==> config.mk <==
export PLATFORM = sky130hd
export DESIGN_NAME = muxn_scanner_flat
export DESIGN_NICKNAME = d
export VERILOG_FILES = /design/src/rtl/muxn_scanner_pkg.sv /design/src/rtl/muxn_scanner_if.sv /design/src/rtl/muxn_scanner_dwell_counter.sv /design/src/rtl/muxn_scanner.sv /design/src/flat_wrapper.sv
export SDC_FILE = /design/constraint.sdc
export NUM_CORES = 1
export LEC_CHECK = 0
export BUFFER_PORTS_ARGS = -buffer_cell sky130_fd_sc_hd__buf_2
export CAP_MARGIN = 40
export CORE_AREA = 3 3 40 42
export DETAILED_ROUTE_END_ITERATION = 7
export DIE_AREA = 0 0 43 45
export PLACE_DENSITY = 0.72
export SETUP_SLACK_MARGIN = 0.05
export SYNTH_ARGS = -nofsm -noshare
export SYNTH_HDL_FRONTEND = slang
export SYNTH_SLANG_ARGS = --single-unit
==> constraint.sdc <==
create_clock -name clk -period 2.69 [get_ports clk]
set_input_delay 0.269 -clock clk [delete_from_list [all_inputs] [get_ports clk]]
set_output_delay 0.269 -clock clk [all_outputs]
set_load 0.02 [all_outputs]
==> src/rtl/muxn_scanner_pkg.sv <==
// Shared types and helpers for the N-to-1 channel scanner.
package muxn_scanner_pkg;

    typedef enum logic {
        MANUAL = 1'b0,
        SCAN   = 1'b1
    } muxn_state_t;

    // Width of a channel index for n channels (at least one bit).
    function automatic int sel_width(input int n);
        return (n < 2) ? 1 : $clog2(n);
    endfunction

endpackage

==> src/rtl/muxn_scanner_if.sv <==
// Multi-channel input bus and single-channel output bus of the scanner.
interface muxn_scanner_if #(
    parameter int N = 8,
    parameter int W = 1
);
    localparam int SW = muxn_scanner_pkg::sel_width(N);

    logic [N*W-1:0] x;
    logic           mode;
    logic [SW-1:0]  sel;
    logic           en;
    logic [W-1:0]   y;
    logic [SW-1:0]  ch;
    logic           valid;
    logic           wrap;

    modport master (output x, mode, sel, en, input y, ch, valid, wrap);
    modport slave  (input x, mode, sel, en, output y, ch, valid, wrap);

endinterface

==> src/rtl/muxn_scanner_dwell_counter.sv <==
// Dwell counter: counts 0..DWELL-1, tick flags the terminal count.
module dwell_counter #(
    parameter int DWELL = 4
) (
    input  logic clk,
    input  logic reset,
    input  logic en,
    input  logic clr,
    output logic tick
);
    localparam int CW = (DWELL > 1) ? $clog2(DWELL) : 1;
    localparam logic [CW-1:0] LAST = CW'(DWELL - 1);

    logic [CW-1:0] cnt;

    assign tick = (cnt == LAST);

    // Count on enabled edges; clear restarts the dwell, terminal count rolls to 0.
    always_ff @(posedge clk) begin
        if (reset) begin
            cnt <= '0;
        end else if (en) begin
            if (clr || tick) begin
                cnt <= '0;
            end else begin
                cnt <= cnt + 1'b1;
            end
        end
    end

endmodule

==> src/rtl/muxn_scanner.sv <==
// Registered N-to-1 multiplexer with manual select and automatic channel scan.
module muxn_scanner
    import muxn_scanner_pkg::*;
#(
    parameter int N     = 8,
    parameter int W     = 1,
    parameter int DWELL = 4
) (
    input  logic           clk,
    input  logic           reset,
    muxn_scanner_if.slave  bus
);
    localparam int SW = sel_width(N);
    localparam logic [SW-1:0] LAST_CH = SW'(N - 1);

    muxn_state_t    state, state_nxt;
    logic [SW-1:0]  ch_nxt;
    logic           wrap_nxt;
    logic           dwell_clr;
    logic           tick;

    logic [SW-1:0]  ch_p1;
    logic [W-1:0]   y_p1;
    logic           vld_p1;
    logic           wrap_p1;

    // Channel data for index idx; indices beyond N-1 read as zero.
    function automatic logic [W-1:0] pick_chan(input logic [N*W-1:0] xv,
                                               input logic [SW-1:0]  idx);
        logic [W-1:0] r;
        r = '0;
        for (int k = 0; k < N; k++) begin
            if (idx == SW'(k)) r = xv[k*W +: W];
        end
        return r;
    endfunction

    dwell_counter #(.DWELL(DWELL)) u_dwell (
        .clk   (clk),
        .reset (reset),
        .en    (bus.en),
        .clr   (dwell_clr),
        .tick  (tick)
    );

    // Next state, next channel and wrap pulse; a mode change always beats a dwell expiry.
    always_comb begin
        state_nxt = state;
        ch_nxt    = ch_p1;
        wrap_nxt  = 1'b0;
        dwell_clr = 1'b1;
        if (!bus.mode) begin
            state_nxt = MANUAL;
            ch_nxt    = bus.sel;
        end else if (state == MANUAL) begin
            state_nxt = SCAN;
            ch_nxt    = (ch_p1 > LAST_CH) ? '0 : ch_p1;
        end else begin
            dwell_clr = 1'b0;
            if (tick) begin
                if (ch_p1 == LAST_CH) begin
                    ch_nxt   = '0;
                    wrap_nxt = 1'b1;
                end else begin
                    ch_nxt = ch_p1 + 1'b1;
                end
            end
        end
    end

    // ---- stage p1: registered outputs; y always carries the channel shown on ch ----
    always_ff @(posedge clk) begin
        if (reset) begin
            state   <= MANUAL;
            ch_p1   <= '0;
            y_p1    <= '0;
            vld_p1  <= 1'b0;
            wrap_p1 <= 1'b0;
        end else if (bus.en) begin
            state   <= state_nxt;
            ch_p1   <= ch_nxt;
            y_p1    <= pick_chan(bus.x, ch_nxt);
            vld_p1  <= (ch_nxt <= LAST_CH);
            wrap_p1 <= wrap_nxt;
        end else begin
            wrap_p1 <= 1'b0;
        end
    end

    assign bus.y     = y_p1;
    assign bus.ch    = ch_p1;
    assign bus.valid = vld_p1;
    assign bus.wrap  = wrap_p1;

endmodule
==> src/flat_wrapper.sv <==
// flat-port wrapper written by rule: the top's interface ports become plain ports
module muxn_scanner_flat import muxn_scanner_pkg::*;
#(
    parameter int N     = 8,
    parameter int W     = 1,
    parameter int DWELL = 4
)
  (clk, reset, bus_x, bus_mode, bus_sel, bus_en, bus_y, bus_ch, bus_valid, bus_wrap);
  muxn_scanner_if #(.N(N), .W(W)) bus_i ();
  input  logic clk;
  input  logic reset;
  input wire logic [$bits(bus_i.x)-1:0] bus_x;
  input wire logic [$bits(bus_i.mode)-1:0] bus_mode;
  input wire logic [$bits(bus_i.sel)-1:0] bus_sel;
  input wire logic [$bits(bus_i.en)-1:0] bus_en;
  output wire logic [$bits(bus_i.y)-1:0] bus_y;
  output wire logic [$bits(bus_i.ch)-1:0] bus_ch;
  output wire logic [$bits(bus_i.valid)-1:0] bus_valid;
  output wire logic [$bits(bus_i.wrap)-1:0] bus_wrap;
  assign bus_i.x = bus_x;
  assign bus_i.mode = bus_mode;
  assign bus_i.sel = bus_sel;
  assign bus_i.en = bus_en;
  assign bus_y = bus_i.y;
  assign bus_ch = bus_i.ch;
  assign bus_valid = bus_i.valid;
  assign bus_wrap = bus_i.wrap;
  muxn_scanner #(.N(N), .W(W), .DWELL(DWELL)) u_core (.clk(clk), .reset(reset), .bus(bus_i));
endmodule
Word-level counts from Yosys, hierarchy flattened
Index checks and enable logic that the tools add are counted.
Operators by class
  multipliers: 0
  add/subtract/negate cells: 2
  div/mod/pow operators: 0
  shifts and indexed selects: 0
  reduce and logical (&&, ||, !) cells: 3
  multiplexer cells: 18
  magnitude comparators: 2
  bitwise gates (word level): 4
  eq/ne operators: 9
Operators with widths (count)
  == test 3 bit (second input constant): 5
  two-way mux 3 bit: 5
  two-way mux 1 bit: 12
  == test 3 x 2 -> 1 bit (second input constant): 2
  OR reduction 5 bit: 1
  inverter 1 bit: 4
  adder 3 x 1 -> 3 bit (second input constant): 1
  == test 3 x 1 -> 1 bit (second input constant): 1
  > comparator 3 bit (second input constant): 1
  <= comparator 3 bit (second input constant): 1
  zero test 3 bit: 1
  adder 2 x 1 -> 2 bit (second input constant): 1
  == test 2 bit (second input constant): 1
  two-way mux 2 bit: 1
  logical OR 1 bit: 1
Storage, ports and cells
  bits of input ports: 15
  memories kept: 0
  output and inout port bits: 6
  bits in latches: 0
  RAM bits: 0
  logic and storage cells: 44
  flip-flop bits (word level): 9
  memory bits (read-only): 0

Depth between registers and ports, before layout
  depth in word-level cells: 14
  mapped depth: 8
  mapped depth without buffers: 8

By module
Synthesis repeated with hierarchy kept, for this count alone.
Second synthesis, totals
  cell total of the unflattened synthesis: 83
  area total of the unflattened synthesis: 779.5 µm²
By module, submodules not included
  muxn_scanner: area an instance 681.9 µm², cells each 74, seq. area each 140.1 µm², instances 1
  dwell_counter: area an instance 97.6 µm², cells each 9, seq. area each 40.0 µm², instances 1

Worst setup path before layout
Ideal clock, no wire load.
  kind: register -> register
  from: reg u_core.ch_p1[0] (netlist: u_core.bus.ch[0])
  to: reg u_core.y_p1 (netlist: u_core.bus.y)
  arrival time: 2.105 ns
  clock period less this slack: 2.227 ns
  path slack: 0.463 ns
  path buffers: 0
  library setup time: 0.122 ns
  required time: 2.568 ns
  stages on the path, launching flop included: 9
  cell sequence: dfxtp_1 > ha_1 > ha_1 > and3b_1 > o32a_4 > and3_1 > a211o_1 > a21oi_1 > a211oi_2
On the way
  cells in the longest elaborated chain, start to end: 14
  elaborated cells on any way between the ends: 24
  those cells by class: 1 x add/sub; 1 x order compare; 8 x eq/ne; 13 x mux; 1 x reduce/logical
RTL lines
  from (decl): RTL line muxn_scanner.sv:22  | logic [SW-1:0] ch_p1;
  from (signal assigned): RTL line muxn_scanner.sv:81  | ch_p1 <= ch_nxt;
  adder 3 x 1 -> 3 bit or == test 3 bit (tied branches): RTL line muxn_scanner.sv:65, muxn_scanner.sv:61
  two-way mux 3 bit: RTL line muxn_scanner.sv:61  | if (ch_p1 == LAST_CH) begin
  two-way mux 3 bit: RTL line muxn_scanner.sv:60  | if (tick) begin
  two-way mux 3 bit *: RTL line muxn_scanner.sv:55  | end else if (state == MANUAL) begin
  two-way mux 3 bit *: RTL line muxn_scanner.sv:52  | if (!bus.mode) begin
  zero test 3 bit: RTL line muxn_scanner.sv:33  | if (idx == SW'(k)) r = xv[k*W +: W];
  two-way mux 1 bit (7 in series): RTL line muxn_scanner.sv:33
  two-way mux 1 bit *: RTL line muxn_scanner.sv:33
  to (signal assigned): RTL line muxn_scanner.sv:82  | y_p1 <= pick_chan(bus.x, ch_nxt);
  to (decl): RTL line muxn_scanner.sv:23  | logic [W-1:0] y_p1;
Every way passes the cells marked *; elsewhere a longest branch is shown, timed or not.
A chain may end at the register's enable or synchronous reset.

Worst setup path after layout
Ends and elaborated chain as after synthesis.

==> metrics.txt <==
area of the multi-input gates=roughly 380 sq um; critical path class=register to register; drt drc=0; GP Congestion=0.8864; via count=about 590; Top Ports=21; final hold slack=roughly 0.29 ns; Startpoint Class=register; CTS HTree Levels=1; Post-synth EDFFs=0; worst slack at placement=0.4628 ns; worst hold path class=input port to register; core area=approximately 0.0013 sq mm; post_cts resized=0; post-synth design cell area=583.1 sq um; status=completed; Worst Hold Depth=2; P_leak=between 0.3 and 0.4 nW; placed cell count=103; post-synthesis sequential area ratio=0.3090; Worst-Skew Late Latency=0.25 ns; synth warn=0; Clock Tree Buf Depth=2; global-route wire length before repair=2.111 mm; Most used DFF post-synth=dfxtp_1; Placement Cell Area=693.2 sq um; Final Skew=0.004041 ns; area delta synth->final=23.39%; largest net degree at the start of global routing=10; fin util=0.5599; Final period util=0.8412; final setup margin=0.4272 ns; iteration count of the initial detailed-routing pass=4; Worst Tran Pin Value=0.2767 ns; Final Hold Vio Count=0; Register-to-Register Path Depth=8; maximum VDD drop=353.7 uV; MaxCap Viol Count=0; fmax=441.9 MHz; synthesized flop and latch total=9; Overflow after GRT=0; Final Setup Violations=0; max-slew violation count=0; Antenna diodes=0; PD cells=447.0 mW/mm^2; post-route cell area=719.4 sq um; syn avg cell area=8.212 sq um; Post-Route WL=1.274 mm; Overall Global Routing Usage=0.1437; Crit path arrival time=2.40 ns; Total Power=~0.32 mW; vias in the first global route=about 500; Post-synth ARST share=0; Synthesized Nets=89; critical path required time=2.83 ns; CTS Buf Count=3; Tmin final=2.263 ns; RSZ-0062 raised after global routing=false; Netlist cell types=29; root buffer cell=clkbuf_4; CP Capture Type=register; share of layout cells above drive strength 1=0.3043; hold_buf cts=0; critical path peak fanout=8; CTS clock-pin slew for the worst setup and hold paths=0.06 ns; Detailed Place HPWL=roughly 1000 um; port bufs=20; Reg area=180.2 sq um; clk sinks=9; die area=approximately 0.0019 sq mm; fin nets=111; DR WL/cell=about 12 um; CTS tree=yes; initial antenna violation count=0; Via density=5.477; Std-Cell Rows=13; Cell Count, Final, Fillers Out=between 100 and 150; Filler Cell Count=127; Die Span Y=45 um; setup TNS=0 ns; Starting Density=0.4537; Post-DRT Antenna Nets=0; relative slew slack=0.8156; postcts setup bufs=0; die width=43 um; Post-Synthesis Cells=71; initial DRC count=18
cell usage after synthesis, types with 2 or more instances:
| master | number | area share |
|---|---|---|
| nand2_1 | 8 | 0.052 |
| nand3_1 | 4 | 0.034 |
| inv_1 | 2 | 0.013 |
| clkbuf_1 | 3 | 0.019 |
| mux2i_1 | 5 | 0.086 |
| a31oi_1 | 2 | 0.021 |
| ha_1 | 3 | 0.064 |
| nor2_1 | 11 | 0.071 |
| a21oi_1 | 4 | 0.034 |
| dfxtp_1 | 9 | 0.31 |
| nor4_1 | 2 | 0.021 |
sequential cells by signal (all words and copies together) (netlist names):
name / count
u_core.u_dwell.cnt: 2
u_core.state: 1
u_core.bus.valid: 1
u_core.bus.ch: 3
u_core.bus.wrap: 1
u_core.bus.y: 1
layer usage:
layer  GRT usage  part of all wire  up-vias
met5           0                 0        -
met4     0.05422            0.0078        0
met3     0.03586             0.099        2
met2      0.2515              0.46       23
met1      0.1703              0.43      266
li1            -                 -      295
power breakdown:
part           internal, mW  switching, mW
Combinational        0.0339         0.0380
Clock                0.0570         0.0440
Sequential            0.140        0.00855
Total                 0.231         0.0906
cells by family (layout without fill, tap and decap cells):
group,count (synthesis),count (layout),synth area share
simple gates,33,33,0.2790
compound gates,13,13,0.1824
mux,7,7,0.1245
buf+inv,6,27,0.04077
fa+ha+maj,3,3,0.06438
flops,9,9,0.3090
path summary, 6_finish.rpt:
| path | startpoint | endpoint | slack [ns] |
|---|---|---|---|
| min | reset | u_core.u_dwell.cnt[1] | 0.29 |
| max reg2reg | u_core.bus.ch[0] | u_core.bus.y | 0.43 |
| max | u_core.bus.ch[0] | u_core.bus.y | 0.43 |
| min reg2reg | u_core.u_dwell.cnt[1] | u_core.u_dwell.cnt[1] | 0.46 |
critical path: stages, from the launching register on:
cell	delay, ns
dfxtp_1	0.47
ha_1	0.21
ha_1	0.22
and3b_1	0.20
o32a_4	0.38
and3_1	0.19
a211o_1	0.26
a21oi_1	0.17
a211oi_2	0.06
placed cells by master, fill, tap and decap left out, types with 2 or more instances in the layout:
| cell type | n |
|---|---|
| buf_2 | 20 |
| nor2_1 | 11 |
| dfxtp_1 | 9 |
| nand2_1 | 8 |
| mux2i_1 | 5 |
| nand3_1 | 4 |
| a21oi_1 | 4 |
| ha_1 | 3 |
| clkbuf_4 | 3 |
| inv_1 | 2 |
| a31oi_1 | 2 |
| nor4_1 | 2 |
layout make-up:
cell class	instances	area share
clock buffer	4	0.03652
timing repair buffer	21	0.1496
sequential	9	0.2504
multi-input combinational	56	0.5270
inverter	2	0.01043
tap	15	0.02609
No activity file was read; power rests on OpenSTA's default activity.
